--- config.mk ---
export PLATFORM = sky130hd
export DESIGN_NAME = psum_accum_sched_flat
export DESIGN_NICKNAME = d
export VERILOG_FILES = /design/src/rtl/psum_accum_sched_pkg.sv /design/src/rtl/psum_accum_sched_if.sv /design/src/rtl/psum_accum_sched_adder3.sv /design/src/rtl/psum_accum_sched.sv /design/src/flat_wrapper.sv
export SDC_FILE = /design/constraint.sdc
export NUM_CORES = 1
export LEC_CHECK = 0
export CORE_MARGIN = 5
export CORE_UTILIZATION = 30
export DETAILED_ROUTE_END_ITERATION = 10
export MAX_ROUTING_LAYER = met4
export SKIP_CTS_REPAIR_TIMING = 1
export SLEW_MARGIN = 30
export SYNTH_ARGS = -nofsm -noshare
export SYNTH_HDL_FRONTEND = slang
export SYNTH_SLANG_ARGS = --single-unit
--- constraint.sdc ---
create_clock -name clk -period 3.4 [get_ports clk]
set_input_delay 0.51 -clock clk [delete_from_list [all_inputs] [get_ports clk]]
set_output_delay 0.51 -clock clk [all_outputs]
set_load 0.02 [all_outputs]
--- src/rtl/psum_accum_sched_pkg.sv ---
// Shared types and defaults for the partial-sum accumulation scheduler.
// Holds the FSM state encoding and the default datapath/counter widths.
package psum_accum_sched_pkg;

    localparam int DATA_BITWIDTH_DEF = 16;
    localparam int BEAT_CNT_W_DEF    = 8;

    localparam logic [1:0] ST_IDLE_ENC  = 2'd0;
    localparam logic [1:0] ST_ACCUM_ENC = 2'd1;
    localparam logic [1:0] ST_DONE_ENC  = 2'd2;

    typedef enum logic [1:0] {
        IDLE  = ST_IDLE_ENC,
        ACCUM = ST_ACCUM_ENC,
        DONE  = ST_DONE_ENC
    } state_t;

endpackage

--- src/rtl/psum_accum_sched_if.sv ---
// Streaming bus between the PE-array psum lanes, the scheduler and the
// output buffer write port.
interface psum_accum_sched_if
    import psum_accum_sched_pkg::*;
#(
    parameter int DATA_BITWIDTH = DATA_BITWIDTH_DEF
);
    logic                     in_valid;
    logic                     in_ready;
    logic [DATA_BITWIDTH-1:0] in_psum0;
    logic [DATA_BITWIDTH-1:0] in_psum1;
    logic                     out_valid;
    logic                     out_ready;
    logic [DATA_BITWIDTH-1:0] out_sum;

    // Environment side: feeds psums, consumes the result.
    modport master (
        output in_valid, in_psum0, in_psum1, out_ready,
        input  in_ready, out_valid, out_sum
    );

    // Scheduler side.
    modport slave (
        input  in_valid, in_psum0, in_psum1, out_ready,
        output in_ready, out_valid, out_sum
    );
endinterface

--- src/rtl/psum_accum_sched_adder3.sv ---
// Three-operand modular adder shared by every accumulation beat.
module adder3 #(
    parameter int DATA_BITWIDTH = 16
) (
    input  logic [DATA_BITWIDTH-1:0] a,
    input  logic [DATA_BITWIDTH-1:0] b,
    input  logic [DATA_BITWIDTH-1:0] c,
    output logic [DATA_BITWIDTH-1:0] sum
);
    assign sum = a + b + c;
endmodule

--- src/rtl/psum_accum_sched.sv ---
// Reduces a job of two-lane partial-sum beats into one accumulated result,
// one beat per cycle, through a single shared three-input adder.
module psum_accum_sched
    import psum_accum_sched_pkg::*;
#(
    parameter int DATA_BITWIDTH = DATA_BITWIDTH_DEF,
    parameter int BEAT_CNT_W    = BEAT_CNT_W_DEF
) (
    input  logic                     clk,
    input  logic                     rst_n,
    input  logic                     start,
    input  logic [BEAT_CNT_W-1:0]    cfg_beats,
    input  logic [DATA_BITWIDTH-1:0] cfg_bias,
    input  logic [1:0]               cfg_lane_en,
    input  logic                     abort,
    psum_accum_sched_if.slave        bus,
    output logic                     busy,
    output logic [BEAT_CNT_W-1:0]    beats_done
);
    state_t                   state_reg, state_next;
    logic [DATA_BITWIDTH-1:0] acc_reg, acc_next;
    logic [DATA_BITWIDTH-1:0] out_sum_reg, out_sum_next;
    logic [BEAT_CNT_W-1:0]    beats_done_reg, beats_done_next;
    logic [BEAT_CNT_W-1:0]    cfg_beats_reg, cfg_beats_next;
    logic [1:0]               lane_en_reg, lane_en_next;
    logic [DATA_BITWIDTH-1:0] lane0_masked, lane1_masked, sum;
    logic                     in_ready_c, out_valid_c;

    assign lane0_masked = bus.in_psum0 & {DATA_BITWIDTH{lane_en_reg[0]}};
    assign lane1_masked = bus.in_psum1 & {DATA_BITWIDTH{lane_en_reg[1]}};

    adder3 #(.DATA_BITWIDTH(DATA_BITWIDTH)) u_adder3 (
        .a   (acc_reg),
        .b   (lane0_masked),
        .c   (lane1_masked),
        .sum (sum)
    );

    always_ff @(posedge clk) begin
        if (!rst_n) begin
            state_reg      <= IDLE;
            acc_reg        <= '0;
            out_sum_reg    <= '0;
            beats_done_reg <= '0;
            cfg_beats_reg  <= '0;
            lane_en_reg    <= '0;
        end else begin
            state_reg      <= state_next;
            acc_reg        <= acc_next;
            out_sum_reg    <= out_sum_next;
            beats_done_reg <= beats_done_next;
            cfg_beats_reg  <= cfg_beats_next;
            lane_en_reg    <= lane_en_next;
        end
    end

    always_comb begin
        state_next      = state_reg;
        acc_next        = acc_reg;
        out_sum_next    = out_sum_reg;
        beats_done_next = beats_done_reg;
        cfg_beats_next  = cfg_beats_reg;
        lane_en_next    = lane_en_reg;
        in_ready_c      = 1'b0;
        out_valid_c     = 1'b0;
        case (state_reg)
            IDLE: begin
                if (start && !abort) begin
                    cfg_beats_next  = cfg_beats;
                    lane_en_next    = cfg_lane_en;
                    acc_next        = cfg_bias;
                    beats_done_next = '0;
                    if (cfg_beats == '0) begin
                        out_sum_next = cfg_bias;
                        state_next   = DONE;
                    end else begin
                        state_next = ACCUM;
                    end
                end
            end
            ACCUM: begin
                in_ready_c = 1'b1;
                // Abort beats a coincident last beat: nothing is committed.
                if (abort) begin
                    state_next = IDLE;
                end else if (bus.in_valid) begin
                    acc_next        = sum;
                    beats_done_next = beats_done_reg + BEAT_CNT_W'(1);
                    if (beats_done_next == cfg_beats_reg) begin
                        out_sum_next = sum;
                        state_next   = DONE;
                    end
                end
            end
            DONE: begin
                out_valid_c = 1'b1;
                if (bus.out_ready || abort) begin
                    state_next = IDLE;
                end
            end
            default: state_next = IDLE;
        endcase
    end

    assign bus.in_ready  = in_ready_c;
    assign bus.out_valid = out_valid_c;
    assign bus.out_sum   = out_sum_reg;
    assign busy          = (state_reg != IDLE);
    assign beats_done    = beats_done_reg;
endmodule

--- src/flat_wrapper.sv ---
// flat-port wrapper written by rule: the top's interface ports become plain ports
module psum_accum_sched_flat import psum_accum_sched_pkg::*;
#(
    parameter int DATA_BITWIDTH = DATA_BITWIDTH_DEF,
    parameter int BEAT_CNT_W    = BEAT_CNT_W_DEF
)
  (clk, rst_n, start, cfg_beats, cfg_bias, cfg_lane_en, abort, busy, beats_done, bus_in_valid, bus_in_psum0, bus_in_psum1, bus_out_ready, bus_in_ready, bus_out_valid, bus_out_sum);
  psum_accum_sched_if #(.DATA_BITWIDTH(DATA_BITWIDTH)) bus_i ();
  input  logic clk;
  input  logic rst_n;
  input  logic start;
  input  logic [BEAT_CNT_W-1:0] cfg_beats;
  input  logic [DATA_BITWIDTH-1:0] cfg_bias;
  input  logic [1:0] cfg_lane_en;
  input  logic abort;
  output logic busy;
  output logic [BEAT_CNT_W-1:0] beats_done;
  input wire logic [$bits(bus_i.in_valid)-1:0] bus_in_valid;
  input wire logic [$bits(bus_i.in_psum0)-1:0] bus_in_psum0;
  input wire logic [$bits(bus_i.in_psum1)-1:0] bus_in_psum1;
  input wire logic [$bits(bus_i.out_ready)-1:0] bus_out_ready;
  output wire logic [$bits(bus_i.in_ready)-1:0] bus_in_ready;
  output wire logic [$bits(bus_i.out_valid)-1:0] bus_out_valid;
  output wire logic [$bits(bus_i.out_sum)-1:0] bus_out_sum;
  assign bus_i.in_valid = bus_in_valid;
  assign bus_i.in_psum0 = bus_in_psum0;
  assign bus_i.in_psum1 = bus_in_psum1;
  assign bus_i.out_ready = bus_out_ready;
  assign bus_in_ready = bus_i.in_ready;
  assign bus_out_valid = bus_i.out_valid;
  assign bus_out_sum = bus_i.out_sum;
  psum_accum_sched #(.DATA_BITWIDTH(DATA_BITWIDTH), .BEAT_CNT_W(BEAT_CNT_W)) u_core (.clk(clk), .rst_n(rst_n), .start(start), .cfg_beats(cfg_beats), .cfg_bias(cfg_bias), .cfg_lane_en(cfg_lane_en), .abort(abort), .bus(bus_i), .busy(busy), .beats_done(beats_done));
endmodule
==> impl_results.html <==
<table>
<tr><th>Metric</th><th>Value</th></tr>
<tr><th colspan="2">Power and ir drop</th></tr>
<tr><td>Static power due to leakage</td><td>2.167 nW</td></tr>
<tr><td>Maximum VDD drop</td><td>0.1744 mV</td></tr>
<tr><td>Total power density per cell area</td><td>295.1 mW/mm^2</td></tr>
<tr><th colspan="2">Cells and area</th></tr>
<tr><td>Share of layout cells above drive strength 1</td><td>0.1089</td></tr>
<tr><td>Filler cells</td><td>1370</td></tr>
<tr><td>Count of nets after finishing</td><td>709</td></tr>
<tr><td>Multi-input combinational cell area</td><td>0.002635 sq mm</td></tr>
<tr><td>Sequential cell area</td><td>0.001041 sq mm</td></tr>
<tr><td>Synth-to-layout area growth</td><td>35.12%</td></tr>
<tr><td>Number of antenna repair diodes</td><td>0</td></tr>
<tr><th colspan="2">Synthesis</th></tr>
<tr><td>Netlist area before placement</td><td>0.003986 sq mm</td></tr>
<tr><td>Post-Syn Area per Cell</td><td>7.740 sq um</td></tr>
<tr><td>Total of flip-flops plus latches after synthesis</td><td>52</td></tr>
<tr><td>Syn Inst Count</td><td>515</td></tr>
<tr><td>Post-synthesis adder-cell area fraction</td><td>0.1274</td></tr>
<tr><td>Sequential-to-total area share from yosys stat</td><td>0.2611</td></tr>
<tr><td>Synth unique cells</td><td>61</td></tr>
<tr><td>Synthesized-area fraction occupied by xor and xnor cells</td><td>0.02982</td></tr>
<tr><td>Number of nets in the synthesized netlist</td><td>610</td></tr>
<tr><td>Number of enable-type register cells in the synthesized netlist</td><td>0</td></tr>
<tr><td>Warnings from Yosys</td><td>0</td></tr>
<tr><td>Complex-gate fraction of the synthesized area</td><td>0.2354</td></tr>
<tr><td>Most common flop cell mapped by yosys</td><td>dfxtp_1</td></tr>
<tr><td>Post-synthesis mux area share</td><td>0.02919</td></tr>
<tr><td>Basic-gate share of the synthesized area counting and, or, nand and nor cells</td><td>0.2370</td></tr>
<tr><td>Fraction of registers with async set or reset after synthesis</td><td>0</td></tr>
<tr><td>Main combinational cell family by area after synthesis</td><td>simple AND/OR/NAND/NOR gates</td></tr>
<tr><th colspan="2">Critical path</th></tr>
<tr><td>CP delay by family, top</td><td>adder cells</td></tr>
<tr><td>Cell-by-cell listing of the critical path</td><td>clkdlybuf4s50_1 &gt; nand2_1 &gt; fa_1 &gt; inv_1 &gt; ha_1 &gt; inv_1 &gt; fa_1 &gt; nor2b_2 &gt; o2111ai_2 &gt; a21o_1 &gt; and3b_1 &gt; o31a_1 &gt; a211oi_2</td></tr>
<tr><td>Slowest cell on the critical path</td><td>clkdlybuf4s50_1</td></tr>
<tr><td>Bufs and invs on worst path</td><td>3</td></tr>
<tr><td>Critical path endpoint category</td><td>flip-flop</td></tr>
<tr><td>Maximum net fanout on the critical path</td><td>4</td></tr>
<tr><td>Type of the worst setup path</td><td>primary input to flip-flop</td></tr>
<tr><td>Data required time of the critical path</td><td>3610 ps</td></tr>
<tr><td>Crit path arrival time</td><td>3430 ps</td></tr>
<tr><td>Max incr delay on CP</td><td>460 ps</td></tr>
<tr><td>Nature of the critical path startpoint</td><td>primary input</td></tr>
<tr><th colspan="2">STA</th></tr>
<tr><td>Count of final max-slew check failures</td><td>0</td></tr>
<tr><td>Worst path setup slack after routing</td><td>176.1 ps</td></tr>
<tr><td>Fmax achieved</td><td>0.3102 GHz</td></tr>
<tr><td>Final period utilization</td><td>0.9482</td></tr>
<tr><td>Slew HR</td><td>0.5862</td></tr>
<tr><td>Final setup viols</td><td>0</td></tr>
<tr><td>Period minus WS final</td><td>3224 ps</td></tr>
<tr><td>Number of hold violations in the final report</td><td>0</td></tr>
<tr><td>Worst Hold Margin</td><td>462.4 ps</td></tr>
<tr><td>RSZ-0062 raised after global routing</td><td>false</td></tr>
<tr><td>Layout Skew</td><td>6.856 ps</td></tr>
<tr><td>Transition at the pin with the smallest max-transition slack</td><td>618.4 ps</td></tr>
<tr><th colspan="2">Floorplanning</th></tr>
<tr><td>Placeable Area</td><td>0.01314 sq mm</td></tr>
<tr><td>Row cnt</td><td>42</td></tr>
<tr><td>Die extent in x</td><td>125.3 um</td></tr>
<tr><td>Initial Util</td><td>0.3034</td></tr>
<tr><td>Area enclosed by the die boundary</td><td>0.01569 sq mm</td></tr>
<tr><td>Number of primary I/O pins</td><td>91</td></tr>
<tr><td>Vertical extent of the die</td><td>125.3 um</td></tr>
<tr><th colspan="2">Routing</th></tr>
<tr><td>Overall routed net length</td><td>11660 um</td></tr>
<tr><td>Total via count in the routed design</td><td>3878</td></tr>
<tr><td>Number of routed nets with antenna violations</td><td>0</td></tr>
<tr><td>Average wire per cell in the routed design</td><td>14.74 um</td></tr>
<tr><td>Vias per inst</td><td>4.903</td></tr>
<tr><td>Number of DRC markers after the initial detailed-route iteration</td><td>236</td></tr>
<tr><td>Router iterations before antenna repair</td><td>4</td></tr>
<tr><td>DRC</td><td>0</td></tr>
<tr><th colspan="2">Placed design</th></tr>
<tr><td>Count of buffers inserted at the top-level ports</td><td>90</td></tr>
<tr><td>Post-Place Worst Slack</td><td>-205.0 ps</td></tr>
<tr><td>Dpl hpwl</td><td>9230 um</td></tr>
<tr><td>Routability-driven placement congestion ratio</td><td>0.8905</td></tr>
<tr><th colspan="2">Hold path</th></tr>
<tr><td>Hold Path Class</td><td>flip-flop to flip-flop</td></tr>
<tr><th colspan="2">Run status</th></tr>
<tr><td>Status</td><td>completed</td></tr>
<tr><th colspan="2">Global routing</th></tr>
<tr><td>Total grt overflow</td><td>0</td></tr>
<tr><td>Pin count of the biggest net entering global routing</td><td>33</td></tr>
<tr><td>Initial antenna violation count</td><td>0</td></tr>
<tr><td>Global-route wire length before repair</td><td>19780 um</td></tr>
<tr><td>Via count of the first global-routing pass</td><td>3938</td></tr>
<tr><td>Global router's overall resource usage</td><td>0.1542</td></tr>
<tr><th colspan="2">CTS</th></tr>
<tr><td>Total CTS buffers</td><td>5</td></tr>
<tr><td>H-Tree Depth</td><td>2</td></tr>
<tr><td>Clk slew on worst S/H paths</td><td>70 ps</td></tr>
<tr><td>Clock Latency Late Sink</td><td>290 ps</td></tr>
<tr><td>Root buffer cell</td><td>clkbuf_16</td></tr>
<tr><td>Total number of clock tree sinks</td><td>52</td></tr>
<tr><td>Clock tree from TritonCTS</td><td>built</td></tr>
<tr><td>Max Buffers Root-to-Sink</td><td>2</td></tr>
<tr><th colspan="2">Run</th></tr>
<tr><td>Maximum Capacitance Violations</td><td>0</td></tr>
</table>
## Yosys cell counts (all sizes together), types with 7 or more instances
| master | number | area (sq um) |
|---|---|---|
| nor2 | 28 | 105.1 |
| mux2i | 9 | 90.09 |
| nand3 | 10 | 60.06 |
| fa | 16 | 320.3 |
| a21oi | 47 | 246.5 |
| inv | 45 | 168.9 |
| a211oi | 25 | 237.7 |
| xor2 | 7 | 61.31 |
| ha | 15 | 187.7 |
| o21ai | 27 | 135.1 |
| nor3 | 10 | 60.06 |
| dfxtp | 52 | 1041 |
| clkbuf | 26 | 97.59 |
| nand2 | 108 | 407.9 |
| and2 | 7 | 43.79 |
| a21o | 7 | 52.55 |
## layout by cell type, fill, tap and decap left out, drive strengths merged, types with 4 or more instances in the layout
cell type	instances
fa	16
o21ai	27
a21oi	47
clkdlybuf4s50	90
nand3	10
clkbuf	5
ha	15
nor4	5
nor2	28
dfxtp	52
a211oi	25
xnor2	4
a21o	7
xor2	7
clkinv	4
and2	7
inv	45
nand2b	4
nor3	10
a311oi	4
buf	33
nand2	108
mux2i	9
nand4	5
## area by class of cell
| class | instances | area share |
|---|---|---|
| flip-flops and latches | 52 | 0.1933 |
| clock inverters | 3 | 0.003484 |
| clock buffers | 5 | 0.02323 |
| repair buffers | 123 | 0.2179 |
| well taps | 176 | 0.04088 |
| inverters | 46 | 0.03206 |
| multi-input cells | 386 | 0.4892 |
## path summary, 6_finish.rpt
path | end | from | cells past startpoint | slack, ps
max | u_core.bus.out_sum[9]$_SDFFE_PN0P_ | bus_in_psum1[1] | 13 | 180
min | u_core.acc_reg[2]$_SDFFE_PN0P_ | u_core.acc_reg[2]$_SDFFE_PN0P_ | 2 | 460
max reg2reg | u_core.bus.out_sum[14]$_SDFFE_PN0P_ | u_core.lane_en_reg[1]$_SDFFE_PN0P_ | 12 | 370
min reg2reg | u_core.acc_reg[2]$_SDFFE_PN0P_ | u_core.acc_reg[2]$_SDFFE_PN0P_ | 2 | 460
## worst reg2reg max path, stage by stage, from the launching register on
cell and delay, ps:
dfxtp_1 440, buf_12 170, nand2_1 70, fa_1 570, inv_1 60, ha_1 290, a21o_1 190, buf_4 140
nand4_1 130, a21oi_1 110, or3_1 330, a31oi_1 300, a211oi_2 110
## power breakdown
part	switching (W)	internal, W	total (W)
registers	0.0000239	0.000636	0.000660
logic	0.000224	0.000210	0.000435
clock network	0.000223	0.000272	0.000495
total	0.000471	0.00112	0.00159
## stage by stage
stage	cell area, sq um	cells	utilization	TNS (ps)	total power [W]
2_1_floorplan	3986	515	-	0	0.0009096
3_3_place_gp	5234	783	0.3984	-477.0	0.001104
3_5_place_dp	5234	783	0.3984	-883.8	0.001108
4_1_cts	5378	791	0.4093	0	0.001606
5_1_grt	5386	791	0.4100	0	0.001688
6_report	5386	791	0.4100	0	0.001589
## logic make-up after synthesis
logic type,after synthesis
buffers and inverters,77
muxes,11
and+or+nand+nor,196
AOI/OAI and AO/OA,136
xor gates and xnor gates,12
adders and majority gates,31
DFF,52
## layer usage
metal,track usage,share of wire,vias to the layer above
met3,0.01962,0.040,4
met4,0.02679,0.0046,0
met1,0.1980,0.46,1822
li1,-,-,1974
met2,0.2645,0.50,78
met5,-,0,-
(Power assumes the default switching activity.)
